<file path="src/rtl/simon_sequencer.sv">
// ============================================================================
// Module   : simon_sequencer
// Purpose  : Simon memory game sequencer: grows an LFSR-drawn button sequence,
//            plays it back, then checks the player's answers one by one.
// Options  : define SIMON_TIMEOUT_EN to end the game after TIMEOUT_TICKS idle
//            cycles while waiting for a press.
// Revision : 1.0 - initial release
// ============================================================================
`default_nettype none

module simon_sequencer #(
  parameter int          MAX_LEN       = 16,
  parameter int          ON_TICKS      = 30,
  parameter int          OFF_TICKS     = 30,
  parameter int          TIMEOUT_TICKS = 300,
  parameter logic [7:0]  SEED          = 8'hA5
) (
  input  logic       clk,
  input  logic       reset,
  input  logic       start,
  input  logic [1:0] player_num,
  input  logic       player_pressed,
  output logic       simon_turn,
  output logic [1:0] simon_num,
  output logic       simon_pressed,
  output logic [4:0] round,
  output logic       game_over,
  output logic       win
);

  localparam int TMAX_A = (ON_TICKS > OFF_TICKS) ? ON_TICKS : OFF_TICKS;
  localparam int TMAX   = (TMAX_A > TIMEOUT_TICKS) ? TMAX_A : TIMEOUT_TICKS;
  localparam int TW     = $clog2(TMAX + 1);

  typedef enum logic [3:0] {
    S_IDLE         = 4'd0,
    S_ADD          = 4'd1,
    S_PLAY_ON      = 4'd2,
    S_PLAY_OFF     = 4'd3,
    S_WAIT_PRESS   = 4'd4,
    S_WAIT_RELEASE = 4'd5,
    S_CHECK        = 4'd6,
    S_OVER         = 4'd7,
    S_WIN          = 4'd8
  } state_e;

  state_e        state_q, state_d;
  logic [4:0]    round_q, round_d;
  logic [4:0]    idx_q, idx_d;
  logic [TW-1:0] timer_q, timer_d;
  logic [1:0]    cap_q, cap_d;
  logic [7:0]    lfsr_q, lfsr_d;
  logic          pressed_q;
  logic          turn_q, spressed_q, over_q, win_q;
  logic [1:0]    snum_q, snum_d;
  logic          wr_en;
  logic [1:0]    seq_q [MAX_LEN];

  function automatic logic [1:0] seq_at(input logic [4:0] i);
    logic [1:0] r;
    r = 2'd0;
    for (int k = 0; k < MAX_LEN; k++) begin
      if (i == 5'(k)) r = seq_q[k];
    end
    return r;
  endfunction

  // Sequence store is never reset; round bounds which entries are meaningful.
  for (genvar g = 0; g < MAX_LEN; g++) begin : g_seq
    always_ff @(posedge clk) begin
      if (wr_en && round_q == 5'(g)) seq_q[g] <= lfsr_q[1:0];
    end
  end

  always_comb begin
    state_d = state_q;
    round_d = round_q;
    idx_d   = idx_q;
    timer_d = timer_q;
    cap_d   = cap_q;
    wr_en   = 1'b0;
    lfsr_d  = {lfsr_q[6:0], lfsr_q[7] ^ lfsr_q[5] ^ lfsr_q[4] ^ lfsr_q[3]};
    case (state_q)
      S_IDLE, S_OVER, S_WIN: begin
        if (start) begin
          round_d = 5'd0;
          state_d = S_ADD;
        end
      end
      S_ADD: begin
        wr_en   = 1'b1;
        round_d = round_q + 5'd1;
        idx_d   = 5'd0;
        timer_d = '0;
        state_d = S_PLAY_ON;
      end
      S_PLAY_ON: begin
        if (timer_q == TW'(ON_TICKS - 1)) begin
          timer_d = '0;
          state_d = S_PLAY_OFF;
        end else begin
          timer_d = timer_q + 1'b1;
        end
      end
      S_PLAY_OFF: begin
        if (timer_q == TW'(OFF_TICKS - 1)) begin
          timer_d = '0;
          if (idx_q < round_q - 5'd1) begin
            idx_d   = idx_q + 5'd1;
            state_d = S_PLAY_ON;
          end else begin
            idx_d   = 5'd0;
            state_d = S_WAIT_PRESS;
          end
        end else begin
          timer_d = timer_q + 1'b1;
        end
      end
      S_WAIT_PRESS: begin
        // Only a fresh rising press counts, so a button held over from playback is ignored.
        if (player_pressed && !pressed_q) begin
          cap_d   = player_num;
          timer_d = '0;
          state_d = S_WAIT_RELEASE;
        end
`ifdef SIMON_TIMEOUT_EN
        else if (timer_q == TW'(TIMEOUT_TICKS - 1)) begin
          timer_d = '0;
          state_d = S_OVER;
        end else begin
          timer_d = timer_q + 1'b1;
        end
`endif
      end
      S_WAIT_RELEASE: begin
        if (!player_pressed) state_d = S_CHECK;
      end
      S_CHECK: begin
        timer_d = '0;
        if (cap_q != seq_at(idx_q)) begin
          state_d = S_OVER;
        end else if (idx_q < round_q - 5'd1) begin
          idx_d   = idx_q + 5'd1;
          state_d = S_WAIT_PRESS;
        end else if (round_q < 5'(MAX_LEN)) begin
          state_d = S_ADD;
        end else begin
          state_d = S_WIN;
        end
      end
      default: state_d = S_IDLE;
    endcase
  end

  // Playback index forwarding covers the element written in the same ADD cycle.
  always_comb begin
    snum_d = 2'd0;
    if (state_d == S_PLAY_ON || state_d == S_PLAY_OFF) begin
      if (wr_en && round_q == idx_d) snum_d = lfsr_q[1:0];
      else                           snum_d = seq_at(idx_d);
    end
  end

  always_ff @(posedge clk or negedge reset) begin
    if (!reset) begin
      state_q    <= S_IDLE;
      round_q    <= 5'd0;
      idx_q      <= 5'd0;
      timer_q    <= '0;
      cap_q      <= 2'd0;
      lfsr_q     <= SEED;
      pressed_q  <= 1'b0;
      turn_q     <= 1'b0;
      spressed_q <= 1'b0;
      snum_q     <= 2'd0;
      over_q     <= 1'b0;
      win_q      <= 1'b0;
    end else begin
      state_q    <= state_d;
      round_q    <= round_d;
      idx_q      <= idx_d;
      timer_q    <= timer_d;
      cap_q      <= cap_d;
      lfsr_q     <= lfsr_d;
      pressed_q  <= player_pressed;
      turn_q     <= (state_d == S_ADD) || (state_d == S_PLAY_ON) || (state_d == S_PLAY_OFF);
      spressed_q <= (state_d == S_PLAY_ON);
      snum_q     <= snum_d;
      over_q     <= (state_d == S_OVER);
      win_q      <= (state_d == S_WIN);
    end
  end

  assign simon_turn    = turn_q;
  assign simon_num     = snum_q;
  assign simon_pressed = spressed_q;
  assign round         = round_q;
  assign game_over     = over_q;
  assign win           = win_q;

endmodule

`default_nettype wire

</file>
<file path="config.mk">
export PLATFORM = sky130hd
export DESIGN_NAME = simon_sequencer
export DESIGN_NICKNAME = d
export VERILOG_FILES = /design/src/rtl/simon_sequencer.sv
export SDC_FILE = /design/constraint.sdc
export NUM_CORES = 1
export LEC_CHECK = 0
export ABC_CLOCK_PERIOD_IN_PS = 4580
export BUFFER_PORTS_ARGS = -buffer_cell sky130_fd_sc_hd__buf_2
export CAP_MARGIN = 10
export CORE_MARGIN = 5
export CORE_UTILIZATION = 45
export CTS_CLUSTER_SIZE = 28
export DETAILED_ROUTE_END_ITERATION = 12
export HOLD_SLACK_MARGIN = 0.15
export PLACE_DENSITY_LB_ADDON = 0.1
export SLEW_MARGIN = 20
export SYNTH_ARGS = -nofsm -noshare
export SYNTH_HDL_FRONTEND = slang
export SYNTH_SLANG_ARGS = --single-unit
</file>
<file path="constraint.sdc">
create_clock -name clk -period 4.58 [get_ports clk]
set_input_delay 0.916 -clock clk [delete_from_list [all_inputs] [get_ports clk]]
set_output_delay 0.916 -clock clk [all_outputs]
set_load 0.05 [all_outputs]
</file>
After elaboration in Yosys (flattened, before gate mapping)
Memories as Yosys holds them, arrays and structs flattened. Cells that the tools add are included.

Add/subtract/negate cells: 4. Magnitude comparators: 2. Equal/unequal tests: 63. Muxes and demuxes: 133. Bitwise logic cells: 3. Reduce and logical (&&, ||, !) cells: 49.

Operators by type and width (number): 5-bit by 4-bit equality test with 1-bit output, second input constant (24); 2-bit 2-to-1 mux (50); 4-bit 2-to-1 mux (23); 5-bit by 3-bit equality test with 1-bit output, second input constant (12); 1-bit 2-to-1 mux (48); 2-bit OR reduction (17); 5-bit by 2-bit equality test with 1-bit output, second input constant (6); 4-bit case mux with 7 select lines (1); 9-bit case mux with 3 select lines (1); 5-bit 2-to-1 mux (5); 4-bit by 3-bit equality test with 1-bit output, second input constant (5); 1-bit logical AND (18); 9-bit 2-to-1 mux (2); 4-bit by 2-bit equality test with 1-bit output, second input constant (4); 5-bit by 1-bit equality test with 1-bit output, second input constant (3); 5-bit zero test (3); 5-bit case mux with 3 select lines (1); 5-bit by 1-bit adder with 5-bit output, second input constant (2); 5-bit case mux with 2 select lines (1); 9-bit by 1-bit adder with 9-bit output, second input constant (1); 9-bit by 5-bit equality test with 1-bit output, second input constant (1); 4-bit by 1-bit equality test with 1-bit output, second input constant (2); 4-bit equality test, second input constant (2); 2-bit AND reduction (3); 14 further kinds (19).

Flip-flop bits (word level): 40. RAM bits: 32. Bits of input ports: 6. Output and inout port bits: 11. Logic and storage cells: 267. Memories kept: 1.

Memory list: seq_q (depth 16, bits a word 2, read ports 16, clocked after Yosys merged registers in 0, wr ports 1, line 57) `logic [1:0] seq_q [MAX_LEN];`.

Logic depth before layout (Yosys ltp)
Gate-level depths: netlist of the first run.

Depth in word-level cells: 40. Gate-level depth with buffers: 21. Gate-level depth less buffers: 20.

Worst setup path after synthesis of the first run
Ideal clock, no wire load.

Kind: register -> register. From: register round_q[0] (netlist: round[0]). To: register snum_q[1] (netlist: simon_num[1]). Setup time: 0.124 ns. Data arrival time: 3.938 ns. Data required time: 4.456 ns. Setup slack: 0.519 ns. Cell stages (with the launch flop): 17. Path buffers: 1. Period minus slack after synthesis: 4.061 ns. Cells stage by stage: dfrtp_1 -> inv_1 -> ha_1 -> xnor2_1 -> ha_1 -> o211ai_1 -> a21oi_1 -> a211o_1 -> inv_1 -> ha_1 -> mux2_1 -> o21a_1 -> buf_6 -> or4_1 -> a41oi_2 -> o211ai_1 -> o2bb2ai_1.

Cells in the longest elaborated chain, start to end: 24. Elaborated cells on any way between the ends: 53. Those cells by class: add/sub (1); order compare (2); eq/ne (18); mux (29); reduce/logical (3).

Ends and longest elaborated chain: start, declared (line 48) `logic [4:0] round_q, round_d;`; start signal, assigned (line 180) `round_q <= round_d;`; 5-bit by 1-bit subtractor with 5-bit output (line 108, 142); 5-bit less-than comparator (line 108, 142); 5-bit 2-to-1 mux, on equally long branches (line 142, 108); 5-bit 2-to-1 mux, on equally long branches (line 140, 106); 5-bit case mux with 3 select lines (line 83) `case (state_q)`; 5-bit zero test (line 63) `if (i == 5'(k)) r = seq_q[k];`; 2-bit 2-to-1 mux (16 in a row) (line 63); 2-bit 2-to-1 mux (line 159) `if (wr_en && round_q == idx_d) snum_d = lfsr_q[1:0];`; 2-bit 2-to-1 mux (*) (line 158) `if (state_d == S_PLAY_ON || state_d == S_PLAY_OFF) begin`; named net snum_d[1] (line 55) `logic [1:0] snum_q, snum_d;`; end signal, assigned (line 188) `snum_q <= snum_d;`; end, declared (line 55).

The timed path passes the listed nets; every way through them passes the cells marked *. A chain may end at the register's enable or synchronous reset.

Worst setup path in the final report of the first run
From: register idx_q[1]. To: register snum_q[0] (netlist: simon_num[0]).

Cells in the longest elaborated chain, start to end: 40. Elaborated cells on any way between the ends: 85. Those cells by class: add/sub (1); order compare (1); eq/ne (34); mux (45); reduce/logical (4).

Ends and longest elaborated chain: start, declared (line 49) `logic [4:0] idx_q, idx_d;`; start signal, assigned (line 181) `idx_q <= idx_d;`; 5-bit zero test (line 63); 2-bit 2-to-1 mux (16 in a row) (line 63); 2-bit 2-to-1 mux (line 83); 2-bit inequality test (line 140) `if (cap_q != seq_at(idx_q)) begin`; 5-bit 2-to-1 mux (line 140); 5-bit case mux with 3 select lines (line 83); 5-bit zero test (line 63); 2-bit 2-to-1 mux (16 in a row) (line 63); 2-bit 2-to-1 mux (line 159); 2-bit 2-to-1 mux (*) (line 158); named net snum_d[0] (line 55).

The timed path passes the listed nets; every way through them passes the cells marked *. The select of a mux whose other input is x is not followed.

==> out/qor.txt, run 1 <==
outcome = finished clean
synthesized area = 4510 sq um
first drt pass iteration count = 5
pre-CTS setup slack = 0.201 ns
Fmax achieved = 232 MHz
flip-flop and latch count after synthesis = 72
met1 Use GR = 34.8%
largest net degree at the start of global routing = 41
fin crit period = 4.31 ns
P_sw = 0.00141 W
CP max stage delay = 0.47 ns
Crit-path slowest cell = dfrtp_1
crit path capture type = flip-flop
part of the power in combinational logic = 54.0%
nets = 520
clock sink count = 72
max_cap viols = 0
vias per std cell = 6.05
die footprint = 12100 sq um
CTS Buffer Depth = 2
global-route wire length before repair = 20.1 mm
relative slew slack = 35.9%
EDFF count, synth = 32
post-route setup TNS = 0 ns
Net Sw Frac = 46.9%
final-layout fill cell count = 952
met2 Usage GRT = 31.9%
clock slew at reported path FFs = 0.09 ns
syn_nets = 501
VDD IR max = 0.287 mV
internal power = 0.00160 W
GRT Overall Usage = 22.3%
cell row count = 36
CP Data Arrival Time = 4.59 ns
clk root buf = clkbuf_8
PwrDens = 606 nW/um^2
M3 GR Usage = 3.32%
# IOs = 17
# DRC = 0
Port-buffer cells = 16
Slew @ Worst Pin = 0.961 ns
Clock Power Share = 16.5%
vias in the first global route = 3586
vias = 3835
final setup fails = 0
WL final = 12.7 mm
GP Congestion = 0.923
CTS tree = built
Top Family by Delay on Critical Path = compound AO/OA/AOI/OAI gates
Static Leakage = 2.00 nW
initial antenna violation count = 0
Startpoint Class = flip-flop
sequential share of power = 29.5%
final total power = 0.00302 W
DRT iter0 DRCs = 393
CP Cell Sequence = ha_2, nor2b_1, nor3b_1, a222oi_1, o21ai_0, a22oi_2, a211oi_4, mux2_1, o21a_1, buf_4, nor2_1, a22o_1, a21oi_1, o311a_1, a21oi_1
placed cell area = 4750 sq um
critical path class = reg -> reg
Top cell by count, worst path = a21oi_1
RSZ-0062 raised after global routing = false
CTS buffer count = 9
mean post-synth cell area = 9.45 sq um
Worst Hold Slack = 0.383 ns
Seq/Total Area, Yosys = 43.6%
H-tree depth = 3
Main synth FF type = dfrtp_1
asr flop ratio synth = 55.6%
GRT Residual Overflow = 0
DP HPWL = 9.52 mm
CP Max Fanout = 11
Yosys cell types = 77
Fin. Hold Viols = 0
final instance area = 4970 sq um
GRT Max-Usage Layer = met1
PnR worst setup slack = 0.272 ns
post-route ant nets = 0
Final Cycle Share = 94.1%
Vert. Die Dim = 110 um
placeable core area = 9770 sq um
Worst Path Buf+Inv = 1
layout cells sized above 1 = 16.2%
Worst Path Required = 4.86 ns
Die W = 110 um
Antenna Cells = 0
clock latency on the worst-skew pair = 0.36 ns
Synth Instances = 477
area grow syn2layout = 10.4%
Synthesis Warnings = 0
HP Class = reg -> reg
Final Slew Violations = 0
wire per inst = 20.0 um
Initial Util = 46.1%
clock skew = 0.0145 ns
[power by group through the flow]
stage,logic (W),registers (W),clock network (W)
floorplan,0.00108,0.000944,0
global placement,0.00158,0.000897,0
detailed placement,0.00158,0.000902,0
CTS,0.00159,0.000888,0.000508
global route,0.00177,0.000905,0.000539
finish,0.00163,0.000890,0.000498
[placed cells by master (no fill, tap or decap), drive strengths merged, types with 6 or more instances in the layout]
cell type / Yosys / layout
o22ai: 7 / 7
nand2b: 13 / 13
ha: 18 / 18
o21ai: 33 / 33
nor2: 43 / 43
and3: 8 / 8
nor3: 11 / 11
nor2b: 14 / 14
a22oi: 7 / 7
dfrtp: 36 / 36
edfxtp: 32 / 32
a211o: 6 / 6
inv: 21 / 24
o31ai: 9 / 9
clkbuf: 13 / 10
nand3: 23 / 23
o211ai: 9 / 9
a31oi: 8 / 8
buf: 11 / 32
a21oi: 25 / 25
nand2: 43 / 43
xnor2: 10 / 10
[through the flow]
stage | std cells | util, %
floorplan | 477 | -
global placement | 617 | 48.6
detailed placement | 617 | 48.6
CTS | 633 | 50.6
global route | 634 | 50.9
finish | 634 | 50.9
[worst register-to-register path, cell delays in order, from the launching register on]
cell      delay, ns
dfrtp_1        0.47
ha_2           0.35
nor2b_1        0.27
nor3b_1        0.32
a222oi_1       0.21
o21ai_0        0.27
a22oi_2        0.17
a211oi_4       0.29
mux2_1         0.35
o21a_1         0.34
buf_4          0.26
nor2_1         0.23
a22o_1         0.18
a21oi_1        0.06
o311a_1        0.28
a21oi_1        0.16
[flip-flops by register name, indices dropped and copies added, names as in the netlist, 2 cells and up]
signal,cells
cap_q,2
round,5
seq_q,32
timer_q,9
idx_q,5
simon_num,2
state_q,4
lfsr_q,8
[per-layer routing]
layer / vias to the layer above / wire length, um
met4: 0 / 153
li1: 1808 / -
met5: - / 0
met3: 13 / 847
met2: 136 / 5350
met1: 1878 / 6330
[worst paths after layout]
check / endpoint / slack [ns] / depth (start not counted) / from
min: lfsr_q[7]$_DFF_PN1_ / 0.38 / 0 / lfsr_q[6]$_DFF_PN0_
min reg2reg: lfsr_q[7]$_DFF_PN1_ / 0.38 / 0 / lfsr_q[6]$_DFF_PN0_
max reg2reg: simon_num[0]$_DFF_PN0_ / 0.27 / 15 / idx_q[1]$_DFF_PN0_
max in group asynchronous: simon_pressed$_DFF_PN0_ / 3.26 / 1 / reset
max: simon_num[0]$_DFF_PN0_ / 0.27 / 15 / idx_q[1]$_DFF_PN0_
min in group asynchronous: cap_q[0]$_DFFE_PN0P_ / 0.69 / 1 / reset
[synth_stat cells (all sizes together) (9+ instances only)]
cell / number / area, sq um
nand2: 43 / 161
nor2: 43 / 164
dfrtp: 36 / 901
o21ai: 33 / 165
edfxtp: 32 / 961
a21oi: 25 / 125
nand3: 23 / 115
inv: 21 / 78.8
ha: 18 / 225
nor2b: 14 / 87.6
clkbuf: 13 / 48.8
nand2b: 13 / 81.3
buf: 11 / 68.8
nor3: 11 / 60.1
xnor2: 10 / 87.6
o211ai: 9 / 67.6
o31ai: 9 / 67.6
[cell families after synthesis]
| kind of cell | synth area share, % |
|---|---|
| XOR/XNOR | 2.53 |
| multiplexers | 1.86 |
| flip-flops | 43.6 |
| adder cells (fa/ha/maj) | 5.00 |
| AO/OA/AOI/OAI | 22.3 |
| AND/OR/NAND/NOR | 20.3 |
| buffers and inverters | 4.36 |
[final cells by class]
class                           instances  area, sq um  area share [%]
Tap cell                              133          166            3.35
Multi-Input combinational cell        360         2360            47.5
Timing Repair Buffer                   32          200            4.02
Clock inverter                          6         47.5           0.956
Sequential cell                        72         1970            39.5
Inverter                               21         81.3            1.63
Clock buffer                           10          149            2.99
[timing repair]
item / 4_1_cts / 5_1_grt
setup endpoints to repair: 0 / 2
setup buffers: 0 / 1
hold buffers: 0 / 0
resized for setup: 0 / 5
(Power assumes the default switching activity.)
==> run 2, diff against run 1 <==
--- a/config.mk
+++ b/config.mk
@@ -12,6 +12,7 @@
 export CORE_UTILIZATION = 45
 export CTS_CLUSTER_SIZE = 28
 export DETAILED_ROUTE_END_ITERATION = 12
+export GPL_TIMING_DRIVEN = 0
 export HOLD_SLACK_MARGIN = 0.15
 export PLACE_DENSITY_LB_ADDON = 0.1
 export SLEW_MARGIN = 20
==> out/qor.txt, run 2 (synthesis results as in run 1) <==
outcome = finished clean
Met1 Routed Length = 5.64 mm (-11%)
Final Slew Violations = 0 (unchanged)
Fmax achieved = 233 MHz (+0.31%)
clock slew at reported path FFs = 0.09 ns (about the same)
hold path startpoint = lfsr_q[6]$_DFF_PN0_
FF-to-FF Start = round[2]$_DFFE_PN0P_
Antenna Cells = 0 (unchanged)
PwrDens = 591 nW/um^2 (-2.6%)
first drt pass iteration count = 5 (unchanged)
vias in the first global route = 3595 (+0.25%)
Final Cycle Share = 93.8% (-0.29 points)
H-tree depth = 3 (unchanged)
CTS buffer count = 9 (unchanged)
most frequent cells in the layout = nand2_1 (43), nor2_1 (42), dfrtp_1 (33)
max reg flops = 32 (unchanged)
top flop regs = seq_q (32), timer_q (9), lfsr_q (8)
Worst Path Required = 4.84 ns (-0.02 ns)
max_cap viols = 0 (unchanged)
crit path capture type = flip-flop
Startpoint Class = flip-flop
wire per inst = 18.7 um (-6.6%)
VDD IR max = 0.289 mV (+0.76%)
WL final = 12.0 mm (-5.4%)
Port-buffer cells = 16 (unchanged)
commonest non-fill, non-tap cell in the layout = nand2_1
most flop-heavy register = seq_q
CTS tree = built
# IOs = 17 (unchanged)
cell row count = 36 (unchanged)
Fin. Hold Viols = 0 (unchanged)
largest net degree at the start of global routing = 41 (unchanged)
CP Max Fanout = 10 (-1)
relative slew slack = 37.1% (+1.2 points)
vias = 3829 (-0.16%)
CTS Buffer Depth = 2 (unchanged)
Die W = 110 um (unchanged)
initial antenna violation count = 0 (unchanged)
GRT Residual Overflow = 0 (unchanged)
Vert. Die Dim = 110 um (unchanged)
Highest Signal Layer = met4
clock skew = 0.0182 ns (+0.00372 ns)
post-route ant nets = 0 (unchanged)
clock latency on the worst-skew pair = 0.36 ns (about the same)
fin crit period = 4.29 ns (-0.0135 ns)
Initial Util = 46.1% (unchanged)
CP Data Arrival Time = 4.56 ns (-0.03 ns)
HP Class = reg -> reg
Worst Hold Slack = 0.381 ns (-0.00239 ns)
placeable core area = 9770 sq um (unchanged)
DP HPWL = 8.98 mm (-5.6%)
clock sink count = 72 (unchanged)
# DRC = 0 (unchanged)
final setup fails = 0 (unchanged)
Slew @ Worst Pin = 0.944 ns (-0.0175 ns)
clk root buf = clkbuf_8
nets = 528 (+1.5%)
Util after Layout = 51.0% (+0.14 points)
DR WL met2 = 5.37 mm (+0.21%)
Setup crit start = round[2]$_DFFE_PN0P_
layout cells sized above 1 = 15.9% (-0.25 points)
DRT iter0 DRCs = 335 (-15%)
met3 wire len = 862 um (+1.8%)
Static Leakage = 2.00 nW (about the same)
GP Congestion = 0.905 (-2.0%)
global-route wire length before repair = 19.2 mm (-4.7%)
die footprint = 12100 sq um (unchanged)
area grow syn2layout = 10.7%
critical path class = reg -> reg
vias per std cell = 5.96 (-1.4%)
GRT Overall Usage = 21.1% (-1.2 points)
[run 2: changes by cell type in the layout (fill, tap and decap cells not counted), moves of 2 or more]
cell | before | now
buf_2 | 16 | 23
buf_6 | 0 | 2
dfrtp_1 | 36 | 33
dfrtp_2 | 0 | 3
clkinv_1 | 0 | 3
inv_4 | 2 | 0
buf_4 | 16 | 2
clkbuf_1 | 0 | 10
inv_6 | 2 | 0
clkbuf_2 | 0 | 3
[run 2: critical path: stages, from the launching register on]
cell,delay [ns]
dfrtp_1,0.47
clkbuf_1,0.43
xnor2_1,0.14
ha_1,0.29
o211ai_1,0.15
a21oi_1,0.06
a211o_1,0.35
inv_1,0.24
o311ai_2,0.17
a211oi_4,0.33
a21oi_1,0.15
nand2_1,0.12
clkbuf_1,0.40
a22oi_1,0.16
nand4_1,0.19
inv_1,0.09
a311oi_1,0.26
o2bb2ai_1,0.20
[run 2: layout make-up]
class / count / area [sq um]
Clock inverter: 7 / 62.6
Timing Repair Buffer: 17 / 87.6
Inverter: 21 / 78.8
Tap cell: 133 / 166
Multi-Input combinational cell: 360 / 2380
Fill cell: 933 / 4790
Buffer: 23 / 118
Clock buffer: 9 / 124
Sequential cell: 72 / 1970
[run 2: power breakdown]
part / internal [W] / leakage (nW) / total, W / switching (W)
clock network: 0.000246 / 0.0917 / 0.000488 / 0.000242
registers: 0.000761 / 0.795 / 0.000861 / 0.0000997
logic: 0.000572 / 1.11 / 0.00160 / 0.00103
[run 2: routing by layer]
metal	track usage, %	up-vias
met1	30.0	1864
met3	3.90	13
li1	-	1824
met2	32.7	128
met5	0	-
met4	6.68	0
[run 2: final timing paths]
kind                            cells past startpoint  slack (ns)                      to
worst max-delay path                               17        0.29  simon_num[1]$_DFF_PN0_
worst min-delay path                                0        0.38     lfsr_q[7]$_DFF_PN1_
worst max register to register                     17        0.29  simon_num[1]$_DFF_PN0_
worst min register to register                      0        0.38     lfsr_q[7]$_DFF_PN1_
max in group asynchronous                           1        3.22    round[0]$_DFFE_PN0P_
min in group asynchronous                           1        0.70  simon_num[0]$_DFF_PN0_
[run 2: stage by stage]
stage / TNS (ns) / std cells / area, sq um / setup slack, ns / power [W]
3_3_place_gp: 0 / 626 / 4750 / 0.100 / 0.00239
5_1_grt: -0.0119 / 642 / 4990 / -0.0119 / 0.00316
6_report: 0 / 642 / 4990 / 0.285 / 0.00295
2_1_floorplan: 0 / 477 / 4510 / 0.519 / 0.00202
3_5_place_dp: 0 / 626 / 4750 / 0.109 / 0.00241
4_1_cts: 0 / 642 / 4940 / 0.0921 / 0.00290
[run 2: timing repair]
item,4_1_cts,5_1_grt
buffers inserted,0,1
endpoints found under the hold margin,0,0
hold buffers,0,0
gates resized for setup,0,16
endpoints found under the setup margin,0,2
